[config.mk]
export PLATFORM = sky130hd
export DESIGN_NAME = vga_scanout
export DESIGN_NICKNAME = d
export VERILOG_FILES = /design/src/rtl/vga_scanout.sv
export SDC_FILE = /design/constraint.sdc
export NUM_CORES = 1
export LEC_CHECK = 0
export CAP_MARGIN = 30
export CORE_MARGIN = 3
export CORE_UTILIZATION = 60
export CTS_BUF_LIST = sky130_fd_sc_hd__clkbuf_4 sky130_fd_sc_hd__clkbuf_8
export CTS_CLUSTER_SIZE = 10
export DETAILED_ROUTE_END_ITERATION = 8
export GPL_ROUTABILITY_DRIVEN = 0
export PLACE_DENSITY = 0.82
export SYNTH_ARGS = -nofsm -noshare
export SYNTH_HDL_FRONTEND = slang
export SYNTH_SLANG_ARGS = --single-unit
[constraint.sdc]
create_clock -name clk_vga -period 7.55 [get_ports clk_vga]
set_input_delay 2.265 -clock clk_vga [delete_from_list [all_inputs] [get_ports clk_vga]]
set_output_delay 2.265 -clock clk_vga [all_outputs]
set_load 0.02 [all_outputs]
[src/rtl/vga_scanout.sv]
// Raster scan-out engine: timing counters, framebuffer-ring read addressing and registered sync/pixel outputs.
// Defining VGA_TEST_PATTERN_EN adds a test_mode input that replaces active video with a checkerboard pattern.
module vga_scanout #(
    parameter int COOR_WIDTH      = 12,
    parameter int HSIZE           = 1280,
    parameter int HFP             = 1344,
    parameter int HSP             = 1480,
    parameter int HMAX            = 1680,
    parameter int VSIZE           = 800,
    parameter int VFP             = 801,
    parameter int VSP             = 804,
    parameter int VMAX            = 828,
    parameter int HSPP            = 1,
    parameter int VSPP            = 1,
    parameter int FRAME_LEFT      = 0,
    parameter int FRAME_RIGHT     = 1280,
    parameter int FRAME_TOP       = 250,
    parameter int FRAME_BOTTOM    = 550,
    parameter int SCALE_SHIFT     = 0,
    parameter int NUM_PARTS       = 2,
    parameter int ADDR_WIDTH      = 20,
    parameter int PIX_WIDTH       = 2,
    parameter int PIPE_DEPTH      = 4,
    parameter int FRAME_CNT_WIDTH = 16,
    localparam int PART_W         = (NUM_PARTS > 1) ? $clog2(NUM_PARTS) : 1
) (
    input  logic                       clk_vga,
    input  logic                       rst,
    input  logic                       swap_req,
    output logic                       swap_ack,
    output logic [PART_W-1:0]          read_part,
    output logic [PART_W-1:0]          write_part,
    output logic [ADDR_WIDTH-1:0]      read_addr,
    output logic                       read_enable,
    input  logic [PIX_WIDTH-1:0]       read_pixel,
    output logic                       hsync,
    output logic                       vsync,
    output logic                       data_enable,
    output logic                       in_frame,
    output logic [PIX_WIDTH-1:0]       pixel_out,
    output logic                       frame_start,
    output logic [FRAME_CNT_WIDTH-1:0] frame_count
`ifdef VGA_TEST_PATTERN_EN
    ,
    input  logic                       test_mode
`endif
);

    typedef logic [COOR_WIDTH-1:0] coor_t;

    typedef struct packed {
        logic  valid;
        coor_t x;
        coor_t y;
        logic  win;
    } stage_t;

    localparam coor_t C_HLAST  = coor_t'(HMAX - 1);
    localparam coor_t C_VLAST  = coor_t'(VMAX - 1);
    localparam coor_t C_HSIZE  = coor_t'(HSIZE);
    localparam coor_t C_VSIZE  = coor_t'(VSIZE);
    localparam coor_t C_HFP    = coor_t'(HFP);
    localparam coor_t C_HSP    = coor_t'(HSP);
    localparam coor_t C_VFP    = coor_t'(VFP);
    localparam coor_t C_VSP    = coor_t'(VSP);
    localparam coor_t C_LEFT   = coor_t'(FRAME_LEFT);
    localparam coor_t C_RIGHT  = coor_t'(FRAME_RIGHT);
    localparam coor_t C_TOP    = coor_t'(FRAME_TOP);
    localparam coor_t C_BOTTOM = coor_t'(FRAME_BOTTOM);

    localparam int FB_W      = (FRAME_RIGHT - FRAME_LEFT) >> SCALE_SHIFT;
    localparam int PART_SIZE = FB_W * ((FRAME_BOTTOM - FRAME_TOP) >> SCALE_SHIFT);

    localparam logic HS_ON = (HSPP != 0);
    localparam logic VS_ON = (VSPP != 0);
    localparam logic [PART_W-1:0] P_LAST = PART_W'(NUM_PARTS - 1);

    coor_t                 x_reg;
    coor_t                 y_reg;
    logic                  swap_pending_reg;
    logic [ADDR_WIDTH-1:0] base_reg;
    stage_t                pipe_reg [1:PIPE_DEPTH-1];

    logic [COOR_WIDTH:0]   dx;
    logic [COOR_WIDTH:0]   dy;
    coor_t                 lx;
    coor_t                 ly;
    logic                  win0;
    logic                  at_swap;
    stage_t                stage0;
    stage_t                last_stage;

    logic                  active_last;
    logic                  in_frame_next;
    logic [PIX_WIDTH-1:0]  pixel_next;

    // Raster counter
    always_ff @(posedge clk_vga or posedge rst) begin
        if (rst) begin
            x_reg <= '0;
            y_reg <= '0;
        end else if (x_reg == C_HLAST) begin
            x_reg <= '0;
            y_reg <= (y_reg == C_VLAST) ? '0 : y_reg + coor_t'(1);
        end else begin
            x_reg <= x_reg + coor_t'(1);
        end
    end

    // The borrow out of the offset subtraction doubles as the left/top window test.
    assign dx   = {1'b0, x_reg} - {1'b0, C_LEFT};
    assign dy   = {1'b0, y_reg} - {1'b0, C_TOP};
    assign lx   = dx[COOR_WIDTH-1:0] >> SCALE_SHIFT;
    assign ly   = dy[COOR_WIDTH-1:0] >> SCALE_SHIFT;
    assign win0 = !dx[COOR_WIDTH] && (x_reg < C_RIGHT) &&
                  !dy[COOR_WIDTH] && (y_reg < C_BOTTOM);

    assign read_addr = win0 ? (base_reg + ADDR_WIDTH'(ly) * ADDR_WIDTH'(FB_W) + ADDR_WIDTH'(lx))
                            : '0;
`ifdef VGA_TEST_PATTERN_EN
    assign read_enable = win0 && !test_mode;
`else
    assign read_enable = win0;
`endif

    assign stage0     = {1'b1, x_reg, y_reg, win0};
    assign last_stage = pipe_reg[PIPE_DEPTH-1];

    // Delay line matches the RAM read latency so coordinates and pixel data line up.
    always_ff @(posedge clk_vga or posedge rst) begin
        if (rst) begin
            for (int i = 1; i < PIPE_DEPTH; i++) begin
                pipe_reg[i] <= '0;
            end
        end else begin
            pipe_reg[1] <= stage0;
            for (int i = 2; i < PIPE_DEPTH; i++) begin
                pipe_reg[i] <= pipe_reg[i-1];
            end
        end
    end

    always_comb begin
        active_last   = (last_stage.x < C_HSIZE) && (last_stage.y < C_VSIZE);
        in_frame_next = active_last && last_stage.win;
        pixel_next    = in_frame_next ? read_pixel : '0;
`ifdef VGA_TEST_PATTERN_EN
        if (test_mode && active_last) begin
            in_frame_next = 1'b1;
            pixel_next    = PIX_WIDTH'((last_stage.x >> 4) ^ (last_stage.y >> 4));
        end
`endif
    end

    always_ff @(posedge clk_vga or posedge rst) begin
        if (rst) begin
            hsync       <= !HS_ON;
            vsync       <= !VS_ON;
            data_enable <= 1'b0;
            in_frame    <= 1'b0;
            pixel_out   <= '0;
            frame_start <= 1'b0;
        end else if (!last_stage.valid) begin
            hsync       <= !HS_ON;
            vsync       <= !VS_ON;
            data_enable <= 1'b0;
            in_frame    <= 1'b0;
            pixel_out   <= '0;
            frame_start <= 1'b0;
        end else begin
            hsync       <= ((last_stage.x >= C_HFP) && (last_stage.x < C_HSP)) ? HS_ON : !HS_ON;
            vsync       <= ((last_stage.y >= C_VFP) && (last_stage.y < C_VSP)) ? VS_ON : !VS_ON;
            data_enable <= active_last;
            in_frame    <= in_frame_next;
            pixel_out   <= pixel_next;
            frame_start <= (last_stage.x == '0) && (last_stage.y == '0);
        end
    end

    // Swap point sits at the start of vertical blanking, after the last active line was fetched.
    assign at_swap    = (x_reg == '0) && (y_reg == C_VSIZE);
    assign write_part = (read_part == P_LAST) ? '0 : read_part + PART_W'(1);

    always_ff @(posedge clk_vga or posedge rst) begin
        if (rst) begin
            swap_pending_reg <= 1'b0;
            read_part        <= '0;
            base_reg         <= '0;
            swap_ack         <= 1'b0;
            frame_count      <= '0;
        end else begin
            swap_ack <= 1'b0;
            if (at_swap) begin
                frame_count <= frame_count + FRAME_CNT_WIDTH'(1);
                if (swap_pending_reg || swap_req) begin
                    swap_ack         <= 1'b1;
                    swap_pending_reg <= 1'b0;
                    if (read_part == P_LAST) begin
                        read_part <= '0;
                        base_reg  <= '0;
                    end else begin
                        read_part <= read_part + PART_W'(1);
                        base_reg  <= base_reg + ADDR_WIDTH'(PART_SIZE);
                    end
                end
            end else if (swap_req) begin
                swap_pending_reg <= 1'b1;
            end
        end
    end

endmodule

# Word level (Yosys, flattened, before mapping)
# Cells that the tools add are included.
# totals
inputBits	5
ff_bits	148
out_inout_bits	47
elab_cells	81
# classes
n_lt_le_gt_ge	8
n_mux	19
n_reduce_logical	16
n_eq_ne	4
mul	1
add_sub_neg	8
# ops
op	n
20-bit two-way mux	2
12-bit zero test	3
12-bit by 10-bit less-than comparator with 1-bit output, second input constant	3
12-bit by 11-bit less-than comparator with 1-bit output, second input constant	3
12-bit by 1-bit adder with 12-bit output, second input constant	2
12-bit by 10-bit == test with 1-bit output, second input constant	2
12-bit two-way mux	2
20-bit by 12-bit adder with 20-bit output	1
20-bit by 19-bit adder with 20-bit output, second input constant	1
20-bit adder	1
16-bit by 1-bit adder with 16-bit output, second input constant	1
1-bit two-way mux	13
12-bit by 8-bit subtractor with 13-bit output, second input constant	1
12-bit by 11-bit == test with 1-bit output, second input constant	1
12-bit by 10-bit greater-or-equal comparator with 1-bit output, second input constant	1
12-bit by 11-bit greater-or-equal comparator with 1-bit output, second input constant	1
12-bit by 3-bit multiplier with 12-bit output, second input constant	1
1-bit logical AND	8
2-bit two-way mux	2
2-bit AND reduction	2
2-bit by 1-bit inequality test with 1-bit output, second input constant	1
2-bit nonzero test	1
1-bit adder, second input constant	1
1-bit zero test	1
1-bit logical OR	1

# Longest topological paths before layout
# logic_depth
depth_word	5
depth_mapped	21
depth_no_buf	20

# Worst setup path before layout
# No wires, ideal clock.
# synth_path
kind	register to output
startpoint	reg y_reg[2]
endpoint	out read_addr[19]
path_stages_with_launch	21
path_slack_ns	0.899
n_path_buf	1
required_ns	5.285
arrival_ns	4.386
path_cell_list	dfrtp_1 > clkbuf_1 > inv_1 > ha_1 > nor2_1 > xor2_1 > ha_1 > ha_1 > nor2b_1 > o21ai_0 > nor2b_1 > xnor2_1 > ha_1 > ha_1 > o21a_1 > o21ai_0 > a21boi_0 > o22a_1 > nor3_1 > nor3_1 > nor3b_1
# synth_between
elab_chain_len	5
word_cells_on_any_way	9
classes_between	add/sub (3); mul (1); order compare (1); mux (1); reduce/logical (3)
# synth_lines
element	line_no	rtl
from (decl)	79	coor_t y_reg;
from (signal assigned)	104	y_reg <= (y_reg == C_VLAST) ? '0 : y_reg + coor_t'(1);
12-bit by 8-bit subtractor with 13-bit output	112	assign dy = {1'b0, y_reg} - {1'b0, C_TOP};
12-bit by 3-bit multiplier with 12-bit output or 1-bit zero test (tied branches)	118, 116	
20-bit adder or 1-bit logical AND (tied branches)	118, 115	
20-bit by 12-bit adder with 20-bit output or 1-bit logical AND (tied branches)	118, 116	
20-bit two-way mux *	118	assign read_addr = win0 ? (base_reg + ADDR_WIDTH'(ly) * ADDR_WIDTH'(FB_W) + ADDR_WIDTH'(lx))
to (decl)	33	output logic [ADDR_WIDTH-1:0] read_addr,
# Every way passes the cells marked *; elsewhere a longest branch is shown, timed or not.

# Worst setup path in the final report
# layout_path
startpoint	reg y_reg[3]
endpoint	out read_addr[17]
# Same word-level chain as after synthesis.

==> flow_metrics.env <==
export IMPL_start_kind="register"
export IMPL_layout_min_cycle_time_ns=7.22
export IMPL_clock_skew_ns=0.0172
export IMPL_cts_max_path_buffers=2
export IMPL_fmax_mhz=138
export IMPL_crit_path_top_delay_cell="dfrtp_1"
export IMPL_io_buffers=51
export IMPL_numCtsBuffers=17
export IMPL_synth_edff_count=0
export IMPL_die_w_um=109
export IMPL_synthArstFlopShare=1.00
export IMPL_p_leak_nw=3.56
export IMPL_ys_seq_elements=138
export IMPL_p_total_w=0.00129
export IMPL_drc_errors=0
export IMPL_gr_total_overflow=0
export IMPL_fp_row_count=36
export IMPL_syn_to_final_growth_pct=16.2
export IMPL_outcome="complete, no violations"
export IMPL_ir_drop_uv=110
export IMPL_first_pass_iters=6
export IMPL_critPathKind="register to primary output"
export IMPL_wire_per_inst_um=14.6
export IMPL_fin_area_mm2=0.00734
export IMPL_track_usage=0.211
export IMPL_yosysSeqAreaShare=0.547
export IMPL_synthMuxAreaShare=0.00495
export IMPL_grt_max_degree=81
export IMPL_antenna_left=0
export IMPL_critPathCaptureType="primary output"
export IMPL_ctsHoldBuffers=0
export IMPL_drtIter0Drc=347
export IMPL_drive_above_1_share=0.0836
export IMPL_cts_tree="yes"
export IMPL_cp_arrival_ns=4.96
export IMPL_maxCapViolCount=0
export IMPL_htreeDepth=4
export IMPL_slew_viol_final=0
export IMPL_num_vias=4349
export IMPL_worstMarginPinSlew_ns=0.959
export IMPL_clkSinkCount=138
export IMPL_synth_xor_xnor_area_share=0.0818
export IMPL_hold_viol=0
export IMPL_synth_fa_ha_area_frac=0.0947
export IMPL_vias_per_cell=5.58
export IMPL_floorplan_initialDensity=0.632
export IMPL_grt_antenna_before_repair=0
export IMPL_setup_viol=0
export IMPL_synth_flop_cell="dfrtp_1"
export IMPL_critPathRequiredTime_ns=5.29
export IMPL_syn_num_nets=628
export IMPL_reg2reg_depth=8
export IMPL_r2r_slack_ns=4.75
export IMPL_synth_cell_types=53
export IMPL_synth_top_family_by_area="simple AND/OR/NAND/NOR gates"
export IMPL_clk_latency_ns=0.41
export IMPL_grt_pass1_wl_um=19600
export IMPL_ios=52
export IMPL_die_y_um=109
export IMPL_dp_hpwl_um=8190
export IMPL_min_path_type="register to register"
export IMPL_n_antenna_cell=0
export IMPL_timing_final_crit_share=0.957
export IMPL_synth_simple_gate_area_frac=0.154
export IMPL_placed_area_mm2=0.00696
export IMPL_core_area_mm2=0.0100
export IMPL_path_common_cell="ha_1"
export IMPL_yosysWarnings=0
export IMPL_wirelength_um=11400
export IMPL_crit_fanout=14
export IMPL_hold_depth=0
export IMPL_cts_root_buffer="clkbuf_8"
export IMPL_clk_pin_slew_worst_paths_ns=0.07
export IMPL_fp_dieArea_mm2=0.0118
export IMPL_synth_compound_area_frac=0.0867
export IMPL_syn_avg_cell_area_um2=11.0
export IMPL_cp_cell_sequence="o21ai_0 -> xnor2_1 -> ha_1 -> ha_1 -> a21o_1 -> a21oi_1 -> xnor2_1 -> ha_1 -> ha_1 -> a21oi_1 -> o21ai_0 -> a211o_1 -> nand3_1 -> nand2_1 -> xnor2_1 -> nor2_1 -> clkdlybuf4s50_1"
export IMPL_grt_pass1_vias=4285
export IMPL_setup_tns_ns=0
export IMPL_final_nets=684
export IMPL_largest_reg_flops=52
export IMPL_p_per_area_mw_per_mm2=176
export IMPL_syn_cell_area_mm2=0.00632
export IMPL_cpPeakStageDelay_ns=0.62
export IMPL_slew_headroom=0.357
export IMPL_syn_inst=577
==> worst max-delay path, delay by kind of cell, from the launching register on <==
kind / cells / cell delay, ns
AOI/OAI and AO/OA: 6 / 1.25
adders and majority gates: 4 / 1.21
DFF: 1 / 0.62
buffers and inverters: 1 / 0.61
xor gates and xnor gates: 3 / 0.56
and+or+nand+nor: 3 / 0.28
==> layout make-up <==
| type | instances | area (um^2) |
|---|---|---|
| sequential | 138 | 3460 |
| inverter | 34 | 130 |
| tap | 133 | 166 |
| clock inverter | 8 | 60.1 |
| timing repair buffer | 53 | 523 |
| clock buffer | 24 | 312 |
| multi-input combinational | 389 | 2700 |
| fill | 714 | 2660 |
==> worst paths after layout <==
kind                                   start         endpoint
max in group asynchronous                rst         y_reg[2]
worst max register to register      y_reg[1]     base_reg[17]
worst min-delay path            pipe_reg[53]     pipe_reg[27]
worst min register to register  pipe_reg[53]     pipe_reg[27]
min in group asynchronous                rst  frame_count[13]
worst max-delay path                y_reg[3]    read_addr[17]
==> kinds of logic after synthesis <==
group | Yosys count
AO/OA/AOI/OAI | 91
XOR/XNOR | 59
adder cells (fa/ha/maj) | 46
buffers and inverters | 50
flip-flops | 138
multiplexers | 3
other | 2
AND/OR/NAND/NOR | 188
==> power by group <==
part	internal, W	switching [W]
clock network	0.000276	0.000260
logic	0.00000308	0.0000147
registers	0.000740	0.000000349
==> synth_stat cells (4+ instances only) <==
cell type / n / area, um^2
nand2_1: 42 / 158
nand2b_1: 4 / 25.0
nor2_1: 55 / 206
o21ai_0: 33 / 165
a21oi_1: 26 / 130
nand3_1: 12 / 60.1
and3_1: 8 / 50.1
or3_1: 8 / 50.1
nand4_1: 10 / 62.6
dfrtp_1: 138 / 3450
xnor2_1: 42 / 368
xor2_1: 17 / 149
ha_1: 43 / 538
a31oi_1: 5 / 31.3
and2_1: 7 / 43.8
inv_1: 33 / 124
nor3_1: 16 / 80.1
a2111oi_0: 4 / 35.0
and4_1: 4 / 35.0
clkbuf_1: 14 / 52.6
==> placed cells by master (no fill, tap or decap), drive strengths merged, types with 25 or more instances in the layout <==
master         synthesis  routed
clkbuf                14      25
clkdlybuf4s50          0      49
inv                   34      36
dfrtp                138     138
o21ai                 34      34
xnor2                 42      42
nand2                 42      42
a21oi                 26      26
nor2                  58      58
ha                    43      43
==> repair_timing <==
action / in CTS / in global routing
buffers inserted: 0 / 0
gates resized for setup: 2 / 10
setup endpoints to repair: 2 / 3
==> routing by layer <==
layer | track usage | wire, um | up-vias
li1 | - | - | 2079
met1 | 0.275 | 4930 | 2091
met2 | 0.347 | 5680 | 143
met3 | 0.0462 | 466 | 36
met4 | 0.0794 | 314 | 0
met5 | 0 | 0 | -
==> through the flow <==
step | hold WS [ns] | cells | setup slack [ns] | utilization
2_1_floorplan | 0.331 | 577 | 0.899 | -
5_1_grt | 0.345 | 779 | -0.0211 | 0.734
3_5_place_dp | 0.335 | 747 | 0.265 | 0.696
6_report | 0.345 | 779 | 0.328 | 0.734
3_3_place_gp | 0.331 | 747 | 0.429 | 0.696
4_1_cts | 0.345 | 779 | 0.0376 | 0.733
No activity file was read; power rests on OpenSTA's default activity.
